$ cat config.mk
export PLATFORM = sky130hd
export DESIGN_NAME = down_counter_4_bit
export DESIGN_NICKNAME = d
export VERILOG_FILES = /design/src/rtl/down_counter_4_bit.sv
export SDC_FILE = /design/constraint.sdc
export NUM_CORES = 1
export LEC_CHECK = 0
export ABC_AREA = 1
export BUFFER_PORTS_ARGS = -buffer_cell sky130_fd_sc_hd__buf_4
export CORE_MARGIN = 3
export CORE_UTILIZATION = 43
export CTS_CLUSTER_DIAMETER = 50
export CTS_CLUSTER_SIZE = 28
export DETAILED_ROUTE_END_ITERATION = 16
export GPL_TIMING_DRIVEN = 0
export HOLD_SLACK_MARGIN = 0.03
export MAX_ROUTING_LAYER = met4
export PLACE_DENSITY_LB_ADDON = 0.25
export SLEW_MARGIN = 5
export SYNTH_ARGS = -nofsm -noshare
export SYNTH_HDL_FRONTEND = slang
export SYNTH_SLANG_ARGS = --single-unit
$ cat constraint.sdc
create_clock -name clk -period 3.4 [get_ports clk]
set_input_delay 0.17 -clock clk [delete_from_list [all_inputs] [get_ports clk]]
set_output_delay 0.17 -clock clk [all_outputs]
set_load 0.05 [all_outputs]
$ cat src/rtl/down_counter_4_bit.sv
// Loadable, prescaled down counter with one-shot / auto-reload modes and a one-cycle terminal-count pulse.
// Optional sticky terminal-count flag (tc_clr / tc_flag) enabled by defining DOWN_COUNTER_STICKY_TC_EN.
module down_counter_4_bit #(
    parameter int unsigned WIDTH    = 4,
    parameter int unsigned PRESCALE = 1
) (
    input  logic             clk,
    input  logic             rst,
    input  logic             load,
    input  logic [WIDTH-1:0] load_val,
    input  logic             mode,
    input  logic             en,
    output logic [WIDTH-1:0] out,
    output logic             tc,
    output logic             busy
`ifdef DOWN_COUNTER_STICKY_TC_EN
    ,
    input  logic             tc_clr,
    output logic             tc_flag
`endif
);

    localparam int unsigned PW = 8;

    typedef enum logic {
        IDLE = 1'b0,
        RUN  = 1'b1
    } state_t;

    state_t           r_state;
    state_t           w_state_nxt;
    logic [WIDTH-1:0] r_out;
    logic [WIDTH-1:0] w_out_nxt;
    logic [WIDTH-1:0] r_reload;
    logic [WIDTH-1:0] w_reload_nxt;
    logic             r_mode;
    logic             w_mode_nxt;
    logic [PW-1:0]    r_presc;
    logic [PW-1:0]    w_presc_nxt;
    logic             r_tc;
    logic             w_tc_nxt;
    logic             r_busy;
    logic             w_tick;

    assign w_tick = (r_state == RUN) && en && (r_presc == PW'(PRESCALE - 1));

    // State register
    always_ff @(posedge clk) begin
        if (rst) begin
            r_state <= IDLE;
        end else begin
            r_state <= w_state_nxt;
        end
    end

    // Next-state and datapath; load outranks any coincident tick
    always_comb begin
        w_state_nxt  = r_state;
        w_out_nxt    = r_out;
        w_reload_nxt = r_reload;
        w_mode_nxt   = r_mode;
        w_presc_nxt  = r_presc;
        w_tc_nxt     = 1'b0;
        if (load) begin
            w_out_nxt    = load_val;
            w_reload_nxt = load_val;
            w_mode_nxt   = mode;
            w_presc_nxt  = '0;
            w_state_nxt  = (load_val != '0) ? RUN : IDLE;
        end else begin
            case (r_state)
                IDLE: begin
                    w_presc_nxt = '0;
                end
                RUN: begin
                    if (w_tick) begin
                        w_presc_nxt = '0;
                        if (r_out == WIDTH'(1)) begin
                            w_tc_nxt = 1'b1;
                            if (r_mode) begin
                                w_out_nxt = r_reload;
                            end else begin
                                w_out_nxt   = '0;
                                w_state_nxt = IDLE;
                            end
                        end else begin
                            w_out_nxt = r_out - WIDTH'(1);
                        end
                    end else if (en) begin
                        w_presc_nxt = r_presc + PW'(1);
                    end
                end
                default: begin
                    w_state_nxt = IDLE;
                end
            endcase
        end
    end

    // Datapath and output registers
    always_ff @(posedge clk) begin
        if (rst) begin
            r_out    <= '0;
            r_reload <= '0;
            r_mode   <= 1'b0;
            r_presc  <= '0;
            r_tc     <= 1'b0;
            r_busy   <= 1'b0;
        end else begin
            r_out    <= w_out_nxt;
            r_reload <= w_reload_nxt;
            r_mode   <= w_mode_nxt;
            r_presc  <= w_presc_nxt;
            r_tc     <= w_tc_nxt;
            r_busy   <= (w_state_nxt == RUN);
        end
    end

    assign out  = r_out;
    assign tc   = r_tc;
    assign busy = r_busy;

`ifdef DOWN_COUNTER_STICKY_TC_EN
    logic r_tc_flag;

    // Sticky flag rises together with tc; a set beats a simultaneous clear
    always_ff @(posedge clk) begin
        if (rst) begin
            r_tc_flag <= 1'b0;
        end else if (w_tc_nxt) begin
            r_tc_flag <= 1'b1;
        end else if (tc_clr) begin
            r_tc_flag <= 1'b0;
        end
    end

    assign tc_flag = r_tc_flag;
`endif

endmodule

==> results.json <==
{
  "status": "finished, final reports clean",
  "r2r_end": "busy",
  "ioPinCount": 15,
  "gp_congestion": 0.843,
  "seq_area_frac_synth_pct": 36.0,
  "grt_util_all_layers_pct": 15.8,
  "numCtsBuffers": 3,
  "synthFlopType": "dfxtp_1",
  "cts_sinks": 19,
  "cts_max_level": 1,
  "dieHeight_um": 55.6,
  "final_util_pct": 53.4,
  "yosysWarnings": 0,
  "endpoint": "busy",
  "rsz0062_at_grt": "no",
  "root_buffer": "clkbuf_4",
  "grt_max_degree": 11,
  "r2r_start": "out[0]",
  "ant_nets": 0,
  "drc": 0,
  "ys_ff_latch": 19,
  "detail_route.wirelength_um": 2140,
  "gr-total-overflow": 0,
  "hold_path.startpoint": "mode",
  "via_per_inst": 4.99,
  "routedWlPerCell_um": 10.4,
  "coreArea_um2": 2280,
  "max_slew_margin_pct": 63.3,
  "post-synth-top-count-cell": "nand2_1",
  "multi_input_area_um2": 596,
  "fin_crit_sh_pct": 38.7,
  "reg2reg_depth": 6,
  "drv_cap": 0,
  "synth_common_cells": "50 x nand2_1, 19 x dfxtp_1, 16 x a21oi_1, 16 x inv_1",
  "end_kind": "register",
  "syn_area_per_cell_um2": 6.60,
  "fillers": 238,
  "crit_path_start_kind": "register",
  "critical_path_arrival_ps": 1490,
  "register_area_um2": 380,
  "antenna_cells": 0,
  "fmax_ghz": 0.759,
  "fin_crit_ps": 1320,
  "synth_top_area_share_pct": 36.0,
  "postCtsHoldBufs": 0,
  "num_rows": 17,
  "antenna_found_initial": 0,
  "cts_tree": "done",
  "worst_pin_slew_ps": 549,
  "yosys.cell_types.count": 22,
  "dieWidth_um": 55.6,
  "whs_ps": 122,
  "cts_resized": 0,
  "crit_type": "register to register",
  "hold_viol": 0,
  "async_flop_share_pct": 0,
  "syn_nets": 173,
  "hp-class": "primary input to register",
  "leakage_nw": 0.525,
  "start_util_pct": 46.4,
  "syn_inst": 160,
  "grt_pass1_vias": 897,
  "slew_viol_final": 0,
  "cp.required_ps": 3570,
  "dr.first_iter.drc_count": 22,
  "path_clk_slew_ps": 110,
  "finalClockSkew_ps": 5.50,
  "drive_gt1_share_pct": 14.7,
  "synth_edf_count": 0,
  "syn-cell-area_um2": 1060,
  "cellPowerDensity_nw_per_um2": 373,
  "dr.pass1.iters": 4,
  "area_growth_pct": 15.0,
  "setup_violations": 0,
  "grt_pass1_wl_um": 3830,
  "dieArea_um2": 3090,
  "ir_worst_vdd_uv": 249,
  "nNetsFinal": 191,
  "hpwl_um": 1640,
  "crit_start": "out[0]",
  "via_count": 1023,
  "clk_latency_ps": 300,
  "synth_area_leader_cell": "dfxtp_1",
  "clk_path_buf_depth": 2,
  "setup-tns-final_ps": 0,
  "synth_top_cells_by_area": "dfxtp_1 36%, nand2_1 18%, a21oi_1 7.6%, nand3_1 7.1%, inv_1 5.7%",
  "r2r_slack_ps": 2080,
  "post_cts_buffers": 0,
  "port_buffers": 13,
  "cp_max_fo": 6
}
## placed cells by master, fill, tap and decap left out, drive strengths merged
| cell type | netlist | layout |
|---|---|---|
| o21a | 1 | 1 |
| clkbuf | 1 | 5 |
| nand2 | 53 | 53 |
| inv | 17 | 17 |
| buf | 2 | 15 |
| nor2 | 19 | 19 |
| nor3 | 2 | 2 |
| a21o | 1 | 1 |
| a21oi | 16 | 16 |
| nand3b | 1 | 1 |
| dfxtp | 19 | 19 |
| o21bai | 2 | 2 |
| o21ai | 7 | 7 |
| ha | 4 | 4 |
| nand3 | 15 | 15 |
## how the worst min path moves through the flow
stage | endpoint | cells past startpoint
after floorplan | r_mode | 2
after global placement | r_mode | 3
after detailed placement | r_mode | 3
after CTS | r_mode | 3
after global routing | r_mode | 3
final | r_mode | 3
## through the flow
step | setup slack (ps) | instances | instance area [um2] | total power, mW
final | 2080 | 205 | 1210 | 0.454
after detailed placement | 2110 | 201 | 1190 | 0.344
after global placement | 2120 | 201 | 1190 | 0.343
after floorplan | 1870 | 160 | 1060 | 0.316
after CTS | 2070 | 205 | 1210 | 0.462
after global routing | 1920 | 205 | 1210 | 0.481
## critical path: stages, from the launching register on
cell,delay [ps]
dfxtp_1,420
ha_1,320
nand2_2,130
nor2_1,100
nand3_1,80
nand3_1,70
a21oi_1,60
## power breakdown
part	total [mW]	internal, mW	switching, mW	leakage, nW
Sequential	0.240	0.231	0.00906	0.155
Clock	0.115	0.0457	0.0692	0.0150
Combinational	0.0981	0.0352	0.0630	0.355
## cell type report
cell class / count / share of cell area (%)
inverter: 17 / 5.25
sequential: 19 / 31.3
clock buffer: 4 / 2.16
multi-input combinational: 121 / 49.0
tap: 28 / 2.88
buffer: 3 / 1.34
timing repair buffer: 13 / 8.03
## kinds of logic after synthesis
| group | Yosys count | share of synthesized area [%] |
|---|---|---|
| AO/OA/AOI/OAI | 27 | 13.7 |
| adder cells (fa/ha/maj) | 4 | 4.74 |
| buffers and inverters | 20 | 7.58 |
| flip-flops | 19 | 36.0 |
| AND/OR/NAND/NOR | 90 | 37.9 |
## metal layers
layer / track usage [%] / routed length, um / vias up
li1: - / - / 543
met1: 20.3 / 1080 / 456
met2: 23.6 / 936 / 18
met3: 3.04 / 77 / 6
met4: 7.99 / 44 / 0
met5: - / 0 / -
## registers in the layout, summed over array words and instances (netlist names)
register  count
busy          1
out           4
r_mode        1
r_presc       8
r_reload      4
tc            1
Power figures use the tool's default switching activity.
